<file path="src/rtl/if_stage_pkg.sv">
// Shared processor constants and types for the instruction-fetch stage.
package if_stage_pkg;

    typedef enum logic [1:0] {
        ST_BOOT = 2'd0,
        ST_RUN  = 2'd1,
        ST_HALT = 2'd2
    } fetch_state_e;

    localparam logic [63:0] PC_STEP    = 64'd4;
    localparam logic [31:0] HALT_WORD  = 32'h0000_0000;
    localparam logic [63:0] PC_ALIGN_M = {{62{1'b1}}, 2'b00};
    localparam logic [31:0] COUNT_MAX  = 32'hFFFF_FFFF;

    // Saturating increment for the capture counter.
    function automatic logic [31:0] sat_inc32(input logic [31:0] v);
        sat_inc32 = (v == COUNT_MAX) ? v : (v + 32'd1);
    endfunction

endpackage

</file>
<file path="src/rtl/if_stage_if.sv">
// Instruction-memory bus: fetch address out, combinational word back.
interface if_stage_if;
    logic [63:0] busPc;
    logic [31:0] instruction;

    modport master (output busPc, input instruction);
    modport slave  (input busPc, output instruction);
endinterface

</file>
<file path="src/rtl/if_stage_if_id_reg.sv">
// IF/ID pipeline register with flush > hold > load priority.
module if_id_reg (
    input  logic        clk,
    input  logic        rst_n,
    input  logic        load_i,
    input  logic        hold_i,
    input  logic        flush_i,
    input  logic [63:0] pc_i,
    input  logic [31:0] instr_i,
    output logic [63:0] pc_o,
    output logic [31:0] instr_o,
    output logic        valid_o
);

    logic [63:0] pc_d, pc_q;
    logic [31:0] instr_d, instr_q;
    logic        valid_d, valid_q;

    // Next-state selection; a flush only drops valid, payload is kept.
    always_comb begin
        pc_d    = pc_q;
        instr_d = instr_q;
        valid_d = valid_q;
        if (flush_i) begin
            valid_d = 1'b0;
        end else if (hold_i) begin
            pc_d    = pc_q;
            instr_d = instr_q;
            valid_d = valid_q;
        end else if (load_i) begin
            pc_d    = pc_i;
            instr_d = instr_i;
            valid_d = 1'b1;
        end else begin
            valid_d = valid_q;
        end
    end

    // Register storage with asynchronous clear.
    always_ff @(posedge clk or negedge rst_n) begin
        if (!rst_n) begin
            pc_q    <= 64'h0;
            instr_q <= 32'h0;
            valid_q <= 1'b0;
        end else begin
            pc_q    <= pc_d;
            instr_q <= instr_d;
            valid_q <= valid_d;
        end
    end

    assign pc_o    = pc_q;
    assign instr_o = instr_q;
    assign valid_o = valid_q;

endmodule

</file>
<file path="src/rtl/if_stage.sv">
// Instruction fetch stage: PC sequencing, BOOT/RUN/HALT control, IF/ID capture.
module if_stage
    import if_stage_pkg::*;
#(
    parameter logic [63:0] RESET_PC     = 64'h0,
    parameter bit          HALT_ON_ZERO = 1'b1
) (
    input  logic          clk,
    input  logic          rst_n,
    if_stage_if.master    imem,
    input  logic          stall,
    input  logic          redirect,
    input  logic [63:0]   redirect_pc,
    output logic [63:0]   if_id_pc,
    output logic [31:0]   if_id_instr,
    output logic          if_id_valid,
    output logic          halted,
    output logic [31:0]   fetch_count
);

    fetch_state_e state_d, state_q;
    logic [63:0]  pc_d, pc_q;
    logic [31:0]  cnt_d, cnt_q;
    logic         halted_d, halted_q;
    logic         id_load_s, id_hold_s, id_flush_s;
    logic         word_halts_s;

    assign word_halts_s = HALT_ON_ZERO && (imem.instruction == HALT_WORD);

    // Next-state and IF/ID control: redirect beats stall beats state action.
    always_comb begin
        state_d    = state_q;
        pc_d       = pc_q;
        cnt_d      = cnt_q;
        id_load_s  = 1'b0;
        id_hold_s  = 1'b0;
        id_flush_s = 1'b0;
        if (redirect) begin
            pc_d       = redirect_pc & PC_ALIGN_M;
            id_flush_s = 1'b1;
            state_d    = ST_RUN;
        end else if (stall) begin
            id_hold_s  = 1'b1;
        end else begin
            case (state_q)
                ST_BOOT: begin
                    id_flush_s = 1'b1;
                    state_d    = ST_RUN;
                end
                ST_RUN: begin
                    if (word_halts_s) begin
                        id_flush_s = 1'b1;
                        state_d    = ST_HALT;
                    end else begin
                        id_load_s  = 1'b1;
                        pc_d       = pc_q + PC_STEP;
                        cnt_d      = sat_inc32(cnt_q);
                    end
                end
                ST_HALT: begin
                    id_flush_s = 1'b1;
                end
                default: begin
                    id_flush_s = 1'b1;
                    state_d    = ST_BOOT;
                end
            endcase
        end
        halted_d = (state_d == ST_HALT);
    end

    // Control and PC state registers.
    always_ff @(posedge clk or negedge rst_n) begin
        if (!rst_n) begin
            state_q  <= ST_BOOT;
            pc_q     <= RESET_PC & PC_ALIGN_M;
            cnt_q    <= 32'h0;
            halted_q <= 1'b0;
        end else begin
            state_q  <= state_d;
            pc_q     <= pc_d;
            cnt_q    <= cnt_d;
            halted_q <= halted_d;
        end
    end

    if_id_reg u_if_id_reg (
        .clk     (clk),
        .rst_n   (rst_n),
        .load_i  (id_load_s),
        .hold_i  (id_hold_s),
        .flush_i (id_flush_s),
        .pc_i    (pc_q),
        .instr_i (imem.instruction),
        .pc_o    (if_id_pc),
        .instr_o (if_id_instr),
        .valid_o (if_id_valid)
    );

    assign imem.busPc  = pc_q;
    assign halted      = halted_q;
    assign fetch_count = cnt_q;

endmodule

</file>
<file path="src/flat_wrapper.sv">
// flat-port wrapper written by rule: the top's interface ports become plain ports
module if_stage_flat import if_stage_pkg::*;
#(
    parameter logic [63:0] RESET_PC     = 64'h0,
    parameter bit          HALT_ON_ZERO = 1'b1
)
  (clk, rst_n, stall, redirect, redirect_pc, if_id_pc, if_id_instr, if_id_valid, halted, fetch_count, imem_busPc, imem_instruction);
  if_stage_if imem_i ();
  input  logic clk;
  input  logic rst_n;
  input  logic stall;
  input  logic redirect;
  input  logic [63:0] redirect_pc;
  output logic [63:0] if_id_pc;
  output logic [31:0] if_id_instr;
  output logic if_id_valid;
  output logic halted;
  output logic [31:0] fetch_count;
  output wire logic [$bits(imem_i.busPc)-1:0] imem_busPc;
  input wire logic [$bits(imem_i.instruction)-1:0] imem_instruction;
  assign imem_busPc = imem_i.busPc;
  assign imem_i.instruction = imem_instruction;
  if_stage #(.RESET_PC(RESET_PC), .HALT_ON_ZERO(HALT_ON_ZERO)) u_core (.clk(clk), .rst_n(rst_n), .imem(imem_i), .stall(stall), .redirect(redirect), .redirect_pc(redirect_pc), .if_id_pc(if_id_pc), .if_id_instr(if_id_instr), .if_id_valid(if_id_valid), .halted(halted), .fetch_count(fetch_count));
endmodule
</file>
<file path="config.mk">
export PLATFORM = sky130hd
export DESIGN_NAME = if_stage_flat
export DESIGN_NICKNAME = d
export VERILOG_FILES = /design/src/rtl/if_stage_pkg.sv /design/src/rtl/if_stage_if.sv /design/src/rtl/if_stage_if_id_reg.sv /design/src/rtl/if_stage.sv /design/src/flat_wrapper.sv
export SDC_FILE = /design/constraint.sdc
export NUM_CORES = 1
export LEC_CHECK = 0
export CAP_MARGIN = 20
export CORE_ASPECT_RATIO = 0.5
export CORE_MARGIN = 3
export CORE_UTILIZATION = 50
export CTS_CLUSTER_DIAMETER = 120
export DETAILED_ROUTE_END_ITERATION = 10
export PLACE_DENSITY = 0.93
export SYNTH_ARGS = -nofsm -noshare
export SYNTH_HDL_FRONTEND = slang
export SYNTH_SLANG_ARGS = --single-unit
</file>
<file path="constraint.sdc">
create_clock -name clk -period 4.75 [get_ports clk]
set_input_delay 0.95 -clock clk [delete_from_list [all_inputs] [get_ports clk]]
set_output_delay 0.95 -clock clk [all_outputs]
set_load 0.01 [all_outputs]
</file>
==> flow_summary.toml, run 1 <==
[setup_path]
cpMostUsedCell = "sky130_fd_sc_hd__or4_1"
required_ns = 5.08
setup.reg_to_reg.worst_slack_ns = 1.69
worst_setup_path_end_kind = "register"
critical-path-slowest-cell = "sky130_fd_sc_hd__or4_1"
worstPathBufferInverterCount = 1
timing.critical_path.fanout_max = 35
crit_start = "stall"
timing.critical_path.from_type = "primary input"
r2r_cells = 5
crit_path_max_incr_delay_ns = 0.72
critical_path.reg2reg.endpoint = "u_core.imem.busPc[61]"
timing.rr.start = "u_core.imem.busPc[5]"
worstSetupPathType = "in -> reg"
crit_arrival_ns = 3.96
crit_path_cell_trace = "clkdlybuf4s50_1, or3b_4, or4_1, a211o_4, or4_1, a31oi_1"
path_delay_family = "simple AND/OR/NAND/NOR gates"

[cells_and_area]
most_frequent_cells_in_the_layout = "330 x sky130_fd_sc_hd__nand2_1, 285 x sky130_fd_sc_hd__clkdlybuf4s50_1, 192 x sky130_fd_sc_hd__dfrtp_1"
final_nets = 1403
layout_cell_share_with_drive_strength_beyond_1_pct = 4.79
antennaDiodeCount = 0
area_growth_pct = 38.9
post_layout_utilization_of_the_core_pct = 72.5
most_common_cell_after_layout_fill_and_taps_aside = "sky130_fd_sc_hd__nand2_1"

[sta]
timing.final.setup_violations = 0
hold_slack_ns = 0.478
clock.fmax_mhz = 275
period_needed_ns = 3.63
maxSlewViolCount = 0
tns_ns = 0
report.final.hold_viol_count = 0
worst-slew-pin-transition_ns = 1.00
slew_headroom_pct = 31.3
fin_skew_ns = 0.0136
layout_worst_path_cycle_share_pct = 76.5
rsz0062_at_grt = "false"

[synthesis]
avgSynthCellArea_sq_um = 8.92
netlist_instances = 1040
synthFlopType = "sky130_fd_sc_hd__dfrtp_1"
synth-edff-count = 0
netlist_area_sq_um = 9280
synth_cell_types = 53
yosys_warnings = 0
synthArstFlopShare_pct = 100
synth_seq_area_share_pct = 51.8
synth.ff_latch_count = 192

[worst_hold_path]
hold_path_startpoint = "u_core.u_if_id_reg.instr_o[11]"
whs_path_depth = 2
holdPathEnd = "u_core.u_if_id_reg.instr_o[11]"
hold_path_class = "reg -> reg"

[outcome]
run_status = "complete, no violations"

[die]
floorplan.initialDensity_pct = 52.2
core-area_sq_um = 17800
die_area_sq_um = 20300
die-width_um = 199
die_h_um = 102
fp-row-count = 34
top_level_ports = 294

[global_routing]
overflow_after_grt = 0
grt_use_total_pct = 28.7
number_of_global_route_vias_before_repair = 8851
pin_count_of_the_biggest_net_entering_global_routing = 126
antenna_found_initial = 0
grt_pass1_wl_mm = 46.5

[clocking]
cts-root-to-sink-buffers = 2
hold_buffers = 0
cts_tree = "yes"
h-tree-depth = 4
cts_num_sinks = 192
total_clock_buffers_created_by_cts = 17
post_cts.repair.setup_buffers = 0
ctsResizeCount = 0
cts.root.buffer_cell = "sky130_fd_sc_hd__clkbuf_16"
worst_skew_pair.late_latency_ns = 0.42
clk_pin_slew_worst_paths_ns = 0.07

[detailed_routing]
detail_route.wirelength_mm = 29.3
final_antenna_net_count = 0
average_routed_wire_per_standard_cell_um = 18.9
drtPass1Iterations = 5
dr.first_iter.drc_count = 759
drc_errors = 0
via_per_inst = 5.81
vias = 8993

[power_and_ir_drop]
pwr_density_cell_nw_per_um2 = 342
vdd_drop_max_mv = 0.294
finalPower_mw = 4.41
p_leak_nw = 5.42

[placed_design]
place_hpwl_mm = 21.1
port_buffers = 287
gpl.final_weighted_congestion = 0.909

[run]
max-cap-violations = 0
==> layer usage <==
layer	track usage [%]	up-vias	wire, um
met5	0	-	0
met4	10.1	0	838
met3	5.76	67	2000
met2	48.2	401	14300
met1	37.7	4368	12200
li1	-	4157	-
==> synth_stat cells (all sizes together) (16+ instances only) <==
cell type  count  area [sq um]
nand4         30           188
xnor2         37           324
nand3         41           205
nor3          16          80.1
dfrtp        192          4800
or4           23           173
o21ai         50           250
nor4          16           100
nor2          43           161
clkbuf        55           206
a31oi         27           169
nand2        330          1240
xor2          23           201
or3           17           106
==> worst min-delay path: cells and delay by family (launching register included) <==
family / cells / cell delay (ns)
simple gates: 2 / 0.11
flops: 1 / 0.34
==> area by class of cell <==
type,instances,area (sq um)
Clock inverter,13,108
Fill cell,1269,4890
Clock buffer,19,443
Inverter,12,45.0
Timing Repair Buffer,302,2990
Tap cell,234,293
Sequential cell,192,4800
Multi-Input combinational cell,776,4200
==> sequential cells by signal (all words and copies together) (netlist names) <==
register	cells
u_core.u_if_id_reg.instr_o	32
u_core.imem.busPc	62
u_core.halted	1
u_core.fetch_count	32
u_core.state_q	2
u_core.u_if_id_reg.valid_o	1
u_core.u_if_id_reg.pc_o	62
==> worst max-delay path by stage <==
stage | to | slack, ns | cells after the start
final | u_core.imem.busPc[60] | 1.12 | 6
after global routing | u_core.imem.busPc[62] | 1.02 | 6
after CTS | u_core.imem.busPc[60] | 1.14 | 6
after detailed placement | u_core.imem.busPc[50] | 0.69 | 6
after global placement | u_core.imem.busPc[56] | 0.79 | 6
after floorplan | u_core.imem.busPc[62] | 1.62 | 7
==> cell families after synthesis <==
| family | after synthesis | synth area share, % |
|---|---|---|
| AO/OA/AOI/OAI | 142 | 10.2 |
| XOR/XNOR | 60 | 5.66 |
| adder cells (fa/ha/maj) | 2 | 0.270 |
| buffers and inverters | 75 | 3.29 |
| flip-flops | 192 | 51.8 |
| multiplexers | 9 | 1.08 |
| other | 1 | 0.0404 |
| AND/OR/NAND/NOR | 559 | 27.7 |
==> where the power goes <==
part	switching (mW)	internal, mW
clock network	0.668	0.696
logic	0.463	0.547
registers	0.195	1.84
total	1.33	3.08
==> through the flow <==
step / cell area (sq um) / std cells / setup WS (ns)
after floorplan: 9290 / 1043 / 1.62
after global placement: 12300 / 1514 / 0.790
after detailed placement: 12300 / 1514 / 0.695
after CTS: 12900 / 1546 / 1.14
after global routing: 12900 / 1548 / 1.02
final: 12900 / 1548 / 1.12
Power figures use the tool's default switching activity.
==> inputs of run 2 (changes only) <==
- CORE_UTILIZATION: 50 -> 42
- PLACE_DENSITY: 0.93 -> 0.84
- clock period: 4.75 -> 3 ns (I/O delays scaled with it)
==> flow_summary.toml, run 2 (synthesis gave the netlist of run 1 again) <==
[outcome]
run_status = "complete, no violations"

[cells_and_area]
area_growth_pct = 44.2
layout_cell_share_with_drive_strength_beyond_1_pct = 6.91
seq_area_sq_um = 4800
post_layout_utilization_of_the_core_pct = 63.4
final_cell_count_no_fill = 1639
layout.filler_cells = 1716
most_common_cell_after_layout_fill_and_taps_aside = "sky130_fd_sc_hd__nand2_1"
multi_input_comb_area_sq_um = 4200
most_frequent_cells_in_the_layout = "330 x sky130_fd_sc_hd__nand2_1, 285 x sky130_fd_sc_hd__clkdlybuf4s50_1, 192 x sky130_fd_sc_hd__dfrtp_1"
final_nets = 1434

[detailed_routing]
detail_route.wirelength_mm = 29.7
dr.first_iter.drc_count = 784
vias = 8938
met1Wirelength_mm = 12.6
average_routed_wire_per_standard_cell_um = 18.1
route.met2.wl_mm = 14.5
via_per_inst = 5.45
drc_errors = 0
dr_wl_met3_mm = 1.55
final_antenna_net_count = 0
drtPass1Iterations = 5
highest_layer = "met4"

[setup_path]
critical_path.reg2reg.endpoint = "u_core.imem.busPc[61]"
worst_setup_path_end_kind = "register"
worstPathBufferInverterCount = 1
worstSetupPathType = "in -> reg"
required_ns = 3.36
timing.critical_path.fanout_max = 16
timing.rr.start = "u_core.imem.busPc[5]"
crit_path_cell_trace = "clkdlybuf4s50_1, or3b_4, or4_1, a211o_4, or4_1, a31oi_1"
crit_arrival_ns = 3.10
r2r_cells = 5
path_delay_family = "simple AND/OR/NAND/NOR gates"
setup.reg_to_reg.worst_slack_ns = 0.35
timing.critical_path.from_type = "primary input"
critical-path-slowest-cell = "sky130_fd_sc_hd__or4_1"
cpMostUsedCell = "sky130_fd_sc_hd__or4_1"
crit_path_max_incr_delay_ns = 0.58

[power_and_ir_drop]
power.share.switching_pct = 28.6
power.switching_mw = 2.08
p_comb_share_pct = 22.6
p_int_mw = 5.20
pwr_density_cell_nw_per_um2 = 544
power.share.clock_pct = 33.3
finalPower_mw = 7.28
share_seq_of_total_power_pct = 44.0
vdd_drop_max_mv = 0.364
p_leak_nw = 5.65

[sta]
fin_skew_ns = 0.0121
period_needed_ns = 2.74
maxSlewViolCount = 0
postLayoutSetupSlackWorst_ns = 0.256
slew_headroom_pct = 44.7
clock.fmax_mhz = 364
report.final.hold_viol_count = 0
timing.final.setup_violations = 0
layout_worst_path_cycle_share_pct = 91.5
worst-slew-pin-transition_ns = 0.824
rsz0062_at_grt = "false"

[clocking]
ctsResizeCount = 0
cts_tree = "yes"
post_cts.repair.setup_buffers = 0
hold_buffers = 0
cts_num_sinks = 192
worst_skew_pair.late_latency_ns = 0.45
cts.root.buffer_cell = "sky130_fd_sc_hd__clkbuf_16"
clk_pin_slew_worst_paths_ns = 0.07
cts-root-to-sink-buffers = 2
total_clock_buffers_created_by_cts = 17
h-tree-depth = 4

[placed_design]
port_buffers = 287
place_worst_setup_slack_ns = -0.179
dpl.cell_count = 1605
place_hpwl_mm = 21.8
gpl.final_weighted_congestion = 0.897

[global_routing]
pin_count_of_the_biggest_net_entering_global_routing = 66
overflow_after_grt = 0
number_of_global_route_vias_before_repair = 8842
grt_use_total_pct = 24.8
grt_pass1_wl_mm = 48.2
antenna_found_initial = 2

[run]
max-cap-violations = 0

[die]
die-width_um = 216
fp-row-count = 37
die_h_um = 111
top_level_ports = 294
floorplan.initialDensity_pct = 44.0
die_area_sq_um = 24000
core-area_sq_um = 21100

[worst_hold_path]
hold_path_class = "in -> async"
## run 2: cell count changes in the layout (fill, tap and decap cells not counted)
cell                         delta
sky130_fd_sc_hd__clkinvlp_4     -2
sky130_fd_sc_hd__buf_4         +23
sky130_fd_sc_hd__inv_8          -2
sky130_fd_sc_hd__clkinv_4       -1
sky130_fd_sc_hd__bufinv_16      +4
sky130_fd_sc_hd__buf_12         +9
sky130_fd_sc_hd__diode_2        +2
sky130_fd_sc_hd__buf_2          -1
sky130_fd_sc_hd__clkbuf_1       +1
sky130_fd_sc_hd__clkbuf_8       -1
sky130_fd_sc_hd__clkinv_2       +1
## run 2: area by class of cell
type | count | area share (%)
Antenna cell | 2 | 0.0374
Inverter | 12 | 0.337
Sequential cell | 192 | 35.9
Multi-Input combinational cell | 776 | 31.4
Tap cell | 292 | 2.73
Clock buffer | 19 | 3.23
Clock inverter | 13 | 1.39
Timing Repair Buffer | 333 | 25.0
## run 2: worst max path at each step
stage          startpoint               endpoint  slack, ns  cells past startpoint
3_3_place_gp        stall  u_core.imem.busPc[60]      -0.09                      6
3_5_place_dp        stall  u_core.imem.busPc[62]      -0.18                      6
4_1_cts             stall  u_core.imem.busPc[62]       0.28                      6
6_report            stall  u_core.imem.busPc[62]       0.26                      6
2_1_floorplan       stall  u_core.imem.busPc[62]       0.22                      7
5_1_grt             stall  u_core.imem.busPc[38]       0.19                      7
## run 2: worst register-to-register path: cells and delay by family (launching register included)
family / cells / cell delay, ns
AOI/OAI and AO/OA: 1 / 0.18
DFF: 1 / 0.48
and+or+nand+nor: 4 / 1.91
## run 2: layer usage
metal | track usage [%] | up-vias
li1 | - | 4207
met1 | 32.0 | 4345
met2 | 41.8 | 318
met3 | 4.71 | 68
met4 | 9.57 | 0
met5 | 0 | -
## run 2: metrics by stage
stage	setup TNS, ns	instance area [sq um]	hold WS, ns
final	0	13400	0.158
after global routing	0	13400	0.168
after CTS	0	13400	0.158
after detailed placement	-2.82	12800	0.461
after global placement	-1.62	12800	0.459
after floorplan	0	9290	0.304
## run 2: power by group through the flow
| stage | sequential [mW] | combinational (mW) | clock (mW) |
|---|---|---|---|
| 3_5_place_dp | 3.25 | 1.65 | 0 |
| 5_1_grt | 3.26 | 1.78 | 2.58 |
| 3_3_place_gp | 3.24 | 1.62 | 0 |
| 2_1_floorplan | 3.35 | 0.462 | 0 |
| 4_1_cts | 3.21 | 1.66 | 2.47 |
| 6_report | 3.21 | 1.65 | 2.43 |
